### src/rtl/ultrasonic_pkg.sv
// Shared types and constants for the ultrasonic ranger sequencer:
// sensor indices, FSM state encoding and the distance range.
package ultrasonic_pkg;

  localparam int DIST_W    = 12;
  localparam int N_SENSORS = 4;

  typedef logic [DIST_W-1:0] dist_t;
  typedef logic [1:0]        sensor_t;

  localparam dist_t DIST_MAX = '1;

  localparam sensor_t S_FD1 = 2'd0;
  localparam sensor_t S_FD2 = 2'd1;
  localparam sensor_t S_LD  = 2'd2;
  localparam sensor_t S_RD  = 2'd3;

  typedef enum logic [2:0] {
    ST_TRIG      = 3'd0,
    ST_WAIT_RISE = 3'd1,
    ST_MEASURE   = 3'd2,
    ST_STORE     = 3'd3,
    ST_GAP       = 3'd4
  } state_t;

  function automatic logic [N_SENSORS-1:0] sensor_onehot(sensor_t s);
    return 4'b0001 << s;
  endfunction

endpackage

### src/rtl/ultrasonic_scan_if.sv
// Sensor-side bundle of the ranger sequencer: raw echo lines in,
// trigger lines, four distances and status flags out.
interface ultrasonic_scan_if;
  import ultrasonic_pkg::*;

  logic [N_SENSORS-1:0] echo;
  logic [N_SENSORS-1:0] trig;
  dist_t                fd1;
  dist_t                fd2;
  dist_t                ld;
  dist_t                rd;
  logic [N_SENSORS-1:0] timeout;
  logic                 scan_done;

  modport master (output echo, input trig, fd1, fd2, ld, rd, timeout, scan_done);
  modport slave  (input echo, output trig, fd1, fd2, ld, rd, timeout, scan_done);

endinterface

### src/rtl/echo_sync.sv
// Two-flop synchronizer for one asynchronous echo line, plus a registered
// copy that yields single-cycle rise and fall pulses.
module echo_sync (
  input  logic clk_1M,
  input  logic rst,
  input  logic echo,
  output logic rise,
  output logic fall
);

  logic meta_q;
  logic sync_q;
  logic prev_q;

  // NOTE: every stage updates with <=, so each flop samples the previous stage's old value and the chain is truly three registers deep.
  always_ff @(posedge clk_1M) begin
    if (rst) begin
      meta_q <= 1'b0;
      sync_q <= 1'b0;
      prev_q <= 1'b0;
    end else begin
      meta_q <= echo;
      sync_q <= meta_q;
      prev_q <= sync_q;
    end
  end

  assign rise = sync_q & ~prev_q;
  assign fall = ~sync_q & prev_q;

endmodule

### src/rtl/ultrasonic_scan.sv
// Round-robin sequencer for four HC-SR04-style rangers: fires one trigger at
// a time, times the echo on the 1 MHz clock and keeps a distance per sensor.
module ultrasonic_scan
  import ultrasonic_pkg::*;
#(
  parameter int TRIG_US    = 10,
  parameter int TIMEOUT_US = 30000,
  parameter int GAP_US     = 10000,
  parameter int US_PER_CM  = 58
) (
  input logic               clk_1M,
  input logic               rst,
  ultrasonic_scan_if.slave  bus
);

  localparam int PH_MAX = (GAP_US > TRIG_US) ? GAP_US : TRIG_US;
  localparam int PH_W   = $clog2(PH_MAX + 1);

  localparam logic [PH_W-1:0] TRIG_LAST    = PH_W'(TRIG_US - 1);
  localparam logic [PH_W-1:0] GAP_LAST     = PH_W'(GAP_US - 1);
  localparam logic [14:0]     TIMEOUT_LAST = 15'(TIMEOUT_US - 1);
  localparam logic [5:0]      SUB_LAST     = 6'(US_PER_CM - 1);

  state_t               state_q, state_d;
  sensor_t              sel_q;
  logic [PH_W-1:0]      phase_cnt;
  logic [14:0]          us_cnt;
  logic [5:0]           sub_cnt;
  dist_t                cm_cnt;
  logic                 expired_q;
  dist_t                dist_q [N_SENSORS];
  logic [N_SENSORS-1:0] timeout_q;
  logic [N_SENSORS-1:0] trig_q, trig_d;
  logic                 scan_done_q, scan_done_d;

  logic [N_SENSORS-1:0] rise_v, fall_v;
  logic                 echo_rise, echo_fall, us_expired;

  for (genvar i = 0; i < N_SENSORS; i++) begin : g_sync
    echo_sync u_sync (
      .clk_1M (clk_1M),
      .rst    (rst),
      .echo   (bus.echo[i]),
      .rise   (rise_v[i]),
      .fall   (fall_v[i])
    );
  end

  // Only the selected channel's edges reach the FSM; other lines are ignored.
  assign echo_rise  = rise_v[sel_q];
  assign echo_fall  = fall_v[sel_q];
  assign us_expired = (us_cnt == TIMEOUT_LAST);

  always_ff @(posedge clk_1M) begin
    if (rst) state_q <= ST_TRIG;
    else     state_q <= state_d;
  end

  // NOTE: state_d gets a default before the case, so no path leaves it unassigned and no latch is inferred.
  always_comb begin
    state_d = state_q;
    unique case (state_q)
      ST_TRIG:      if (phase_cnt == TRIG_LAST) state_d = ST_WAIT_RISE;
      ST_WAIT_RISE: begin
        if (us_expired)     state_d = ST_STORE;
        else if (echo_rise) state_d = ST_MEASURE;
      end
      ST_MEASURE:   if (us_expired || echo_fall) state_d = ST_STORE;
      ST_STORE:     state_d = ST_GAP;
      ST_GAP:       if (phase_cnt == GAP_LAST) state_d = ST_TRIG;
      default:      state_d = ST_TRIG;
    endcase
  end

  // scan_done fires on the first GAP cycle, i.e. the cycle after rd is stored.
  always_comb begin
    trig_d      = (state_q == ST_TRIG) ? sensor_onehot(sel_q) : '0;
    scan_done_d = (state_q == ST_GAP) && (phase_cnt == '0) && (sel_q == S_RD);
  end

  // NOTE: the distance table is four flop words rather than a RAM, so it can and must take a reset value: DIST_MAX reads as "clear".
  always_ff @(posedge clk_1M) begin
    if (rst) begin
      sel_q       <= S_FD1;
      phase_cnt   <= '0;
      us_cnt      <= '0;
      sub_cnt     <= '0;
      cm_cnt      <= '0;
      expired_q   <= 1'b0;
      timeout_q   <= '0;
      trig_q      <= '0;
      scan_done_q <= 1'b0;
      for (int i = 0; i < N_SENSORS; i++) dist_q[i] <= DIST_MAX;
    end else begin
      trig_q      <= trig_d;
      scan_done_q <= scan_done_d;
      unique case (state_q)
        ST_TRIG: begin
          us_cnt    <= '0;
          sub_cnt   <= '0;
          cm_cnt    <= '0;
          expired_q <= 1'b0;
          phase_cnt <= (phase_cnt == TRIG_LAST) ? '0 : phase_cnt + 1'b1;
        end
        ST_WAIT_RISE: begin
          us_cnt <= us_cnt + 1'b1;
          if (us_expired) expired_q <= 1'b1;
        end
        ST_MEASURE: begin
          us_cnt <= us_cnt + 1'b1;
          if (us_expired) expired_q <= 1'b1;
          if (sub_cnt == SUB_LAST) begin
            sub_cnt <= '0;
            if (cm_cnt != DIST_MAX) cm_cnt <= cm_cnt + 1'b1;
          end else begin
            sub_cnt <= sub_cnt + 1'b1;
          end
        end
        ST_STORE: begin
          dist_q[sel_q]    <= expired_q ? DIST_MAX : cm_cnt;
          timeout_q[sel_q] <= expired_q;
        end
        ST_GAP: begin
          if (phase_cnt == GAP_LAST) begin
            phase_cnt <= '0;
            sel_q     <= sel_q + 2'd1;
          end else begin
            phase_cnt <= phase_cnt + 1'b1;
          end
        end
        default: ;
      endcase
    end
  end

  assign bus.trig      = trig_q;
  assign bus.timeout   = timeout_q;
  assign bus.scan_done = scan_done_q;
  assign bus.fd1       = dist_q[S_FD1];
  assign bus.fd2       = dist_q[S_FD2];
  assign bus.ld        = dist_q[S_LD];
  assign bus.rd        = dist_q[S_RD];

endmodule

### src/flat_wrapper.sv
// flat-port wrapper written by rule: the top's interface ports become plain ports
module ultrasonic_scan_flat import ultrasonic_pkg::*;
#(
  parameter int TRIG_US    = 10,
  parameter int TIMEOUT_US = 30000,
  parameter int GAP_US     = 10000,
  parameter int US_PER_CM  = 58
)
  (clk_1M, rst, bus_echo, bus_trig, bus_fd1, bus_fd2, bus_ld, bus_rd, bus_timeout, bus_scan_done);
  ultrasonic_scan_if bus_i ();
  input logic clk_1M;
  input logic rst;
  input wire logic [$bits(bus_i.echo)-1:0] bus_echo;
  output wire logic [$bits(bus_i.trig)-1:0] bus_trig;
  output wire logic [$bits(bus_i.fd1)-1:0] bus_fd1;
  output wire logic [$bits(bus_i.fd2)-1:0] bus_fd2;
  output wire logic [$bits(bus_i.ld)-1:0] bus_ld;
  output wire logic [$bits(bus_i.rd)-1:0] bus_rd;
  output wire logic [$bits(bus_i.timeout)-1:0] bus_timeout;
  output wire logic [$bits(bus_i.scan_done)-1:0] bus_scan_done;
  assign bus_i.echo = bus_echo;
  assign bus_trig = bus_i.trig;
  assign bus_fd1 = bus_i.fd1;
  assign bus_fd2 = bus_i.fd2;
  assign bus_ld = bus_i.ld;
  assign bus_rd = bus_i.rd;
  assign bus_timeout = bus_i.timeout;
  assign bus_scan_done = bus_i.scan_done;
  ultrasonic_scan #(.TRIG_US(TRIG_US), .TIMEOUT_US(TIMEOUT_US), .GAP_US(GAP_US), .US_PER_CM(US_PER_CM)) u_core (.clk_1M(clk_1M), .rst(rst), .bus(bus_i));
endmodule
### config.mk
export PLATFORM = sky130hd
export DESIGN_NAME = ultrasonic_scan_flat
export DESIGN_NICKNAME = d
export VERILOG_FILES = /design/src/rtl/ultrasonic_pkg.sv /design/src/rtl/ultrasonic_scan_if.sv /design/src/rtl/echo_sync.sv /design/src/rtl/ultrasonic_scan.sv /design/src/flat_wrapper.sv
export SDC_FILE = /design/constraint.sdc
export NUM_CORES = 1
export LEC_CHECK = 0
export BUFFER_PORTS_ARGS = -buffer_cell sky130_fd_sc_hd__buf_2
export CAP_MARGIN = 40
export CORE_MARGIN = 1
export CORE_UTILIZATION = 62
export DETAILED_ROUTE_END_ITERATION = 12
export PLACE_DENSITY = 0.84
export SLEW_MARGIN = 0
export SYNTH_ARGS = -nofsm -noshare
export SYNTH_HDL_FRONTEND = slang
export SYNTH_SLANG_ARGS = --single-unit
### constraint.sdc
create_clock -name clk_1M -period 3.6 [get_ports clk_1M]
set_clock_uncertainty 0.05 [all_clocks]
set_input_delay 0.18 -clock clk_1M [delete_from_list [all_inputs] [get_ports clk_1M]]
set_output_delay 0.18 -clock clk_1M [all_outputs]
set_load 0.1 [all_outputs]
==> results of run 1 <==
==> worst min path at each step <==
stage / to / slack (ns) / depth (start not counted)
finish: u_core.g_sync[2].u_sync.meta_q / 0.36 / 3
global route: u_core.g_sync[1].u_sync.meta_q / 0.39 / 3
CTS: u_core.g_sync[1].u_sync.meta_q / 0.35 / 3
detailed placement: u_core.g_sync[1].u_sync.meta_q / 0.34 / 2
global placement: u_core.g_sync[0].u_sync.meta_q / 0.34 / 2
floorplan: u_core.g_sync[0].u_sync.meta_q / 0.26 / 1
==> tightest hold or removal path, cell delays in order <==
cell	delay, ns
dlygate4sd3_1	0.52
buf_2	0.09
nor2b_1	0.10
==> stage by stage <==
stage	hold slack, ns	power (mW)
detailed placement	0.344	1.80
floorplan	0.258	1.74
CTS	0.347	3.47
global route	0.387	3.57
finish	0.359	3.47
global placement	0.337	1.79
==> flip-flops by register name, indices dropped and copies added, names as in the netlist <==
| signal | count |
|---|---|
| u_core.bus.scan_done | 1 |
| u_core.phase_cnt | 14 |
| u_core.g_sync.u_sync.sync_q | 4 |
| u_core.dist_q | 48 |
| u_core.expired_q | 1 |
| u_core.cm_cnt | 12 |
| u_core.sel_q | 2 |
| u_core.bus.timeout | 4 |
| u_core.sub_cnt | 6 |
| u_core.state_q | 3 |
| u_core.g_sync.u_sync.prev_q | 4 |
| u_core.bus.trig | 4 |
| u_core.g_sync.u_sync.meta_q | 4 |
| u_core.us_cnt | 15 |
==> per-layer routing <==
metal	GRT usage	vias to the layer above	share of wire	routed length, microns
met5	0	-	0	0
met2	0.487	188	0.51	5910
met4	0.133	0	0.027	314
li1	-	2034	-	-
met1	0.324	2021	0.40	4680
met3	0.0655	35	0.067	786
==> power by group through the flow <==
stage          Clock [mW]  Sequential, mW  Combinational [mW]
2_1_floorplan           0            1.53               0.216
3_3_place_gp            0            1.53               0.263
3_5_place_dp            0            1.53               0.273
4_1_cts              1.69            1.50               0.280
5_1_grt              1.75            1.50               0.309
6_report             1.68            1.50               0.282
==> cells in the final DEF, fill, tap and decap left out, types with 3 or more instances in the layout <==
| cell type | instances |
|---|---|
| edfxtp_1 | 48 |
| buf_4 | 3 |
| nand4_1 | 10 |
| clkinv_4 | 4 |
| a31oi_1 | 4 |
| ha_1 | 11 |
| bufinv_16 | 3 |
| nand3_1 | 29 |
| nand4b_1 | 3 |
| nand2b_1 | 3 |
| clkinvlp_4 | 3 |
| xnor2_1 | 13 |
| inv_1 | 22 |
| nand3b_1 | 4 |
| buf_2 | 62 |
| and4_1 | 3 |
| dlygate4sd3_1 | 5 |
| clkbuf_16 | 16 |
| nand2_1 | 75 |
| xor2_1 | 3 |
| or4_1 | 4 |
| or3_1 | 13 |
| nor3_1 | 14 |
| mux2i_1 | 4 |
| or2_2 | 3 |
| mux2_2 | 4 |
| nor4_1 | 3 |
| dfxtp_1 | 74 |
| and3_1 | 6 |
| a21oi_1 | 32 |
| nor2_1 | 72 |
| nor2b_1 | 16 |
| o21ai_0 | 14 |
==> area by class of cell <==
| cell class | count | area share |
|---|---|---|
| inverter | 22 | 0.0132 |
| clock inverter | 14 | 0.0278 |
| timing repair buffer | 70 | 0.0611 |
| sequential | 122 | 0.466 |
| tap | 105 | 0.0210 |
| clock buffer | 18 | 0.0667 |
| multi-input combinational | 377 | 0.344 |
==> logic make-up (layout without fill, tap and decap cells) <==
family,after synthesis,in the layout,share of synthesized area
buf+inv,45,124,0.0331
simple gates,272,272,0.254
flops,122,122,0.557
xor+xnor,16,16,0.0267
fa+ha+maj,12,12,0.0281
compound gates,67,67,0.0782
mux,10,10,0.0233
==> flow_summary.toml, run 1 <==
[run_status]
outcome = "completed"

[global_routing]
grt_max_degree = 48
grt_pass1_wl_microns = 18500
overflow = 0
grt_usage = 0.280
antenna_found_initial = 0
grt_pass1_vias = 3891

[clock_network]
post_cts_buffers = 0
htree_levels = 4
clkLatencyLatePin_ns = 0.52
tritoncts = "done"
cts_root_buf = "clkbuf_8"
cts-resized-gates = 0
cts.sinks = 122
clkTransAtPathRegs_ns = 0.06
cts_made_buffers = 17
hold_buffers = 5
clockBufferDepth = 2

[hold_path]
hold_path_class = "input pin to flop"
hold_start = "bus_echo[2]"

[layout]
utilization = 0.763
nets = 627
area_growth_pct = 19.3
layoutNonFillerInstCount = 728
design_area_sq_mm = 0.00627
antenna_cells = 0
fill_cells = 554
multiInputGateArea_sq_mm = 0.00215
drive_gt1_frac = 0.178
seqCellArea_sq_mm = 0.00292

[detailed_routing]
viasPerCell = 5.88
postRouteWirelength_microns = 11700
num_vias = 4278
drt_pass1_iterations = 6
drt-initial-drc-count = 327
post_drt_wl_per_cell_microns = 16.1
drc = 0
drtAntennaViolNets = 0

[place]
dp.cells = 691
gp_congestion = 0.866
hpwlAfterDp_microns = 7690
placed_area_sq_mm = 0.00562
portBuffers = 62
pre_cts_slack_ns = 1.19

[power]
swShare = 0.247
p_int_mw = 2.61
power.leakage_nw = 2.02
power_frac_comb = 0.081
p_per_area_mw_per_mm2 = 553
vdd_drop_max_v = 0.000373
p_switching_uw = 858
clkPwrFrac = 0.486
seq_power_share = 0.433

[sta]
fin_crit_ns = 2.48
fmax_ghz = 0.404
fin_crit_sh = 0.688
finalSetupTns_ns = 0
setup_ws_ns = 1.12
relSlewSlack = 0.381
grt_setup_unrepaired = "no"
tightestPinTransition_ns = 0.929
slew_viol_final = 0
finalHoldViolCount = 0
setup_violations = 0

[floorplan]
rows = 33
io_pins = 63
die_h_microns = 94.0
core_sq_mm = 0.00822
floorplan.initialDensity = 0.639
die_area_sq_mm = 0.00884
die_w_microns = 94.0

[synthesis]
yosysTopAreaCellShare = 0.282
synthTopCellsByCount = "nand2_1 (75), dfxtp_1 (74), nor2_1 (72)"
synth.avg_cell_area_sq_um = 9.65
ys_seq_elements = 122
synth_cells = 544
yosysWarnings = 0
synth_ff_type = "dfxtp_1"
yosysTopAreaCell = "dfxtp_1"
synth_edf_count = 48
synthTopCellsByArea = "dfxtp_1 (28%), edfxtp_1 (27%), nand2_1 (5.4%)"
async_flop_share = 0
synth_seq_area_share = 0.557
synth_most_common_cell = "nand2_1"
synthDistinctLibCells = 56
syn_nets = 561
netlist_area_sq_mm = 0.00525

[setup_path]
path_depth = 6
cp_max_fo = 16
r2r-start = "u_core.cm_cnt[1]"
start_kind = "flop"
cpLargestDelayFamily = "compound AO/OA/AOI/OAI gates"
r2r-end = "u_core.cm_cnt[9]"
cp-endpoint = "u_core.cm_cnt[9]"
critPathRequiredTime_ns = 3.98
critPathBufInv = 0
critPathMaxStageDelay_ns = 0.79
path_cells = "ha_1 > and4_1 > nand4_1 > a21oi_1 > o21ai_0 > a21oi_1"
rrSetupSlack_ns = 1.12
cp_slowest_cell = "a21oi_1"
crit_path_end_kind = "flop"
arrival_ns = 2.85
startpoint = "u_core.cm_cnt[1]"
r2r_cells = 6
crit_top_cell = "a21oi_1"
worstSetupPathType = "flop to flop"

[flow_run]
maxCapViolations = 0
No activity file was read; power rests on OpenSTA's default activity.
==> run 2, diff against run 1 <==
CORE_UTILIZATION = 52   (was 62)
PLACE_DENSITY = 0.75   (was 0.84)
clock period = 2.1 ns   (was 3.6 ns; I/O delays follow)
==> flow_summary.toml, run 2 (synthesis gave the netlist of run 1 again) <==
[clock_network]
clkTransAtPathRegs_ns = 0.06
cts.sinks = 122
clockBufferDepth = 2
tritoncts = "done"
clkLatencyLatePin_ns = 0.52
htree_levels = 4
cts_root_buf = "clkbuf_8"
cts_made_buffers = 17

[sta]
finalHoldViolCount = 0
setup_violations = 0
relSlewSlack = 0.652
fmax_ghz = 0.492
slew_viol_final = 0
fin_crit_ns = 2.03
hold_slack_ns = 0.300
tightestPinTransition_ns = 0.520
finalSetupTns_ns = 0
fin_crit_sh = 0.968

[hold_path]
hold_start = "bus_echo[1]"
min_to = "u_core.g_sync[1].u_sync.meta_q"
hold_path_class = "input pin to flop"
whs_path_depth = 3

[floorplan]
die_h_microns = 102
die_area_sq_mm = 0.0105
rows = 36
core_sq_mm = 0.00977
io_pins = 63
floorplan.initialDensity = 0.537
die_w_microns = 102

[global_routing]
grt.busiest_layer = "met2"
met2_usage = 0.439
antenna_found_initial = 0
grt_usage = 0.240
grt_pass1_vias = 4109
grt_util_met1 = 0.270
grt_util_met3 = 0.0617
overflow = 0
grt_max_degree = 28
grt_pass1_wl_microns = 19200

[detailed_routing]
num_vias = 4288
drt-initial-drc-count = 229
post_drt_wl_per_cell_microns = 14.5
drt_pass1_iterations = 8
drc = 0
postRouteWirelength_microns = 11500
drtAntennaViolNets = 0
viasPerCell = 5.39

[layout]
largest_register_ffs = 48
layout_common_cells = "nand2_1 (75), dfxtp_1 (72), nor2_1 (71), buf_2 (62), edfxtp_1 (48)"
nets = 667
design_area_sq_mm = 0.00660
top_regs = "u_core.dist_q x48, u_core.us_cnt x15, u_core.phase_cnt x14"
antenna_cells = 0
utilization = 0.675
layoutNonFillerInstCount = 796
layout_commonest_cell = "nand2_1"
top_register = "u_core.dist_q"
drive_gt1_frac = 0.244
area_growth_pct = 25.7

[setup_path]
worstSetupPathType = "flop to flop"
crit_path_end_kind = "flop"
r2r-end = "u_core.state_q[1]"
r2r_cells = 4
critPathRequiredTime_ns = 2.46
rrSetupSlack_ns = 0.07
r2r-start = "u_core.us_cnt[8]"
start_kind = "flop"
cp_max_fo = 5
arrival_ns = 2.39
startpoint = "u_core.us_cnt[8]"

[run_status]
outcome = "completed"

[place]
placed_area_sq_mm = 0.00595
portBuffers = 62
dp.cells = 758
hpwlAfterDp_microns = 7940
gp_congestion = 0.889

[flow_run]
maxCapViolations = 0

[power]
p_per_area_mw_per_mm2 = 882
power.leakage_nw = 2.21
vdd_drop_max_v = 0.000615
==> run 2: cell types whose count changed in the layout (fill, tap and decap cells not counted), sizes merged <==
cell	change
buf	+40
inv	+3
bufinv	-2
clkbuf	-1
clkinv	+1
clkinvlp	-1
==> run 2: where the power goes <==
group          internal [mW]  switching [mW]
Combinational          0.216           0.355
Clock                   1.59            1.10
Sequential              2.51          0.0570
==> run 2: worst max path at each step <==
| stage | end | slack [ns] | depth (start not counted) |
|---|---|---|---|
| after CTS | u_core.state_q[1] | 0.0002 | 4 |
| after global placement | u_core.state_q[1] | 0.05 | 4 |
| after detailed placement | u_core.state_q[1] | 0.004 | 4 |
| after floorplan | u_core.state_q[1] | 0.08 | 5 |
| final | u_core.state_q[1] | 0.07 | 4 |
| after global routing | u_core.phase_cnt[13] | -0.06 | 6 |
==> run 2: per-layer routing <==
metal | routed length (microns) | up-vias
met5 | 0 | -
met4 | 239 | 0
met3 | 566 | 23
met2 | 5900 | 145
met1 | 4840 | 2005
li1 | - | 2115
==> run 2: layout make-up <==
type	count	area, sq um
fill	728	3180
timing repair buffer	110	683
clock buffer	17	414
multi-input combinational	377	2190
tap	133	166
clock inverter	15	141
sequential	122	2930
inverter	22	82.6
==> run 2: worst max-delay path, stage by stage, from the launching register on <==
cell	delay [ns]
dfxtp_2	0.35
or3b_1	0.35
or4_4	0.56
a221oi_4	0.29
mux2_4	0.33
==> run 2: repair_timing <==
action                                  in CTS  in global routing
setup buffers                                0                  1
hold endpoints to repair                    18                  0
endpoints found under the setup margin       0                 27
hold buffers                                 5                  0
gates resized for setup                      0                 10
==> run 2: stage by stage <==
step                worst slack [ns]  power [mW]
floorplan                     0.0798        2.99
global placement              0.0511        3.14
detailed placement           0.00412        3.15
CTS                         0.000217        5.85
global route                 -0.0558        6.03
finish                        0.0676        5.82
==> run 3, diff against run 2 <==
CORE_UTILIZATION = 39   (was 52)
PLACE_DENSITY = not set   (was 0.75)
REMOVE_ABC_BUFFERS = 1   (was not set)
==> flow_summary.toml, run 3 (synthesis gave the netlist of run 1 again) <==
[place]
hpwlAfterDp_microns = 8450
gp_congestion = 0.849
portBuffers = 62
dp.cells = 802

[floorplan]
core_sq_mm = 0.0132
die_area_sq_mm = 0.0139
io_pins = 63
rows = 42
floorplan.initialDensity = 0.398
die_h_microns = 118
die_w_microns = 118

[layout]
antenna_cells = 0
area_growth_pct = 26.6
top_regs = "u_core.dist_q x48, u_core.us_cnt x15, u_core.phase_cnt x14"
layout_commonest_cell = "nand2_1"
largest_register_ffs = 48
layout_common_cells = "nand2_1 (75), nor2_1 (72), dfxtp_1 (72), buf_2 (62), edfxtp_1 (48)"
utilization = 0.504
top_register = "u_core.dist_q"
nets = 668
fill_cells = 1224
drive_gt1_frac = 0.236
layoutNonFillerInstCount = 840

[sta]
fin_crit_sh = 0.961
grt_setup_unrepaired = "no"
tightestPinTransition_ns = 0.543
relSlewSlack = 0.637
slew_viol_final = 0
finalHoldViolCount = 0
setup_violations = 0
fin_crit_ns = 2.02
fmax_ghz = 0.496

[detailed_routing]
viasPerCell = 4.98
drc = 0
num_vias = 4187
postRouteWirelength_microns = 11700
drt_pass1_iterations = 4
drtAntennaViolNets = 0
drt-initial-drc-count = 304
post_drt_wl_per_cell_microns = 14.0

[power]
seq_power_share = 0.435
p_int_mw = 4.37
power.leakage_nw = 2.22
p_per_area_mw_per_mm2 = 888
power_frac_comb = 0.097
swShare = 0.259
vdd_drop_max_v = 0.000508
clkPwrFrac = 0.468
p_switching_mw = 1.53

[setup_path]
start_kind = "flop"
critPathRequiredTime_ns = 2.36
r2r-start = "u_core.us_cnt[6]"
crit_path_end_kind = "flop"
cp_max_fo = 4
arrival_ns = 2.27
startpoint = "u_core.us_cnt[6]"
worstSetupPathType = "flop to flop"

[global_routing]
grt_pass1_wl_microns = 19800
antenna_found_initial = 0
grt_usage = 0.182
grt_max_degree = 21
grt_pass1_vias = 4023
overflow = 0

[clock_network]
tritoncts = "done"
cts_made_buffers = 17
clkTransAtPathRegs_ns = 0.06
clockBufferDepth = 2
htree_levels = 4
clkLatencyLatePin_ns = 0.42
cts_root_buf = "clkbuf_16"
cts.sinks = 122

[flow_run]
maxCapViolations = 0

[hold_path]
hold_path_class = "input pin to flop"
hold_start = "bus_echo[1]"

[run_status]
outcome = "completed"
[run 3: cell types whose count changed in the layout (fill, tap and decap cells not counted), sizes merged]
| cell | change |
|---|---|
| clkbuf | +1 |
| buf | +1 |
| clkinv | -4 |
| clkinvlp | +1 |
| inv | +2 |
[run 3: power groups by stage]
stage / sequential (mW) / clock [mW] / combinational [mW]
3_5_place_dp: 2.61 / 0 / 0.555
5_1_grt: 2.57 / 2.92 / 0.636
2_1_floorplan: 2.63 / 0 / 0.324
4_1_cts: 2.56 / 2.82 / 0.565
6_report: 2.56 / 2.76 / 0.572
3_3_place_gp: 2.61 / 0 / 0.545
[run 3: path summary, 6_finish.rpt]
| path | endpoint | slack, ns | depth (start not counted) |
|---|---|---|---|
| setup / recovery | u_core.state_q[1] | 0.08 | 4 |
| hold / removal | u_core.g_sync[1].u_sync.meta_q | 0.40 | 3 |
| setup reg to reg | u_core.state_q[1] | 0.08 | 4 |
| hold reg to reg | u_core.g_sync[3].u_sync.sync_q | 0.40 | 1 |
[run 3: what timing repair did]
| item | 4_1_cts | 5_1_grt |
|---|---|---|
| setup endpoints to repair | 0 | 1 |
| hold endpoints to repair | 5 | 0 |
| hold buffers | 5 | 0 |
| buffers inserted | 0 | 1 |
| resized for setup | 0 | 4 |
[run 3: through the flow]
stage | total power, mW | setup TNS [ns] | hold WS [ns] | area (sq um) | worst slack (ns)
global placement | 3.15 | 0 | 0.270 | 6010 | 0.0792
global route | 6.13 | 0 | 0.409 | 6650 | 0.0110
floorplan | 2.96 | -1.53 | 0.124 | 5160 | -0.228
finish | 5.90 | 0 | 0.395 | 6650 | 0.0822
detailed placement | 3.17 | 0 | 0.272 | 6010 | 0.0354
CTS | 5.94 | 0 | 0.384 | 6630 | 0.0240
[run 3: layout make-up]
class | count | area (sq um) | area share
clock buffers | 18 | 429 | 0.0646
clock inverters | 14 | 136 | 0.0205
inverters | 22 | 82.6 | 0.0124
multi-input cells | 377 | 2160 | 0.325
flip-flops and latches | 122 | 2930 | 0.440
well taps | 176 | 220 | 0.0331
repair buffers | 111 | 691 | 0.104
[run 3: critical path, cell delays in order, from the launching register on]
cell	delay, ns
dfxtp_1	0.32
or3b_1	0.37
or4_4	0.56
a221oi_4	0.28
mux2_4	0.32
[run 3: routing by layer]
| metal | share of wire | vias to the layer above | global-route usage |
|---|---|---|---|
| met5 | 0 | - | 0 |
| met4 | 0.020 | 0 | 0.0761 |
| met3 | 0.040 | 19 | 0.0451 |
| met2 | 0.49 | 93 | 0.306 |
| met1 | 0.45 | 1962 | 0.221 |
| li1 | - | 2113 | - |
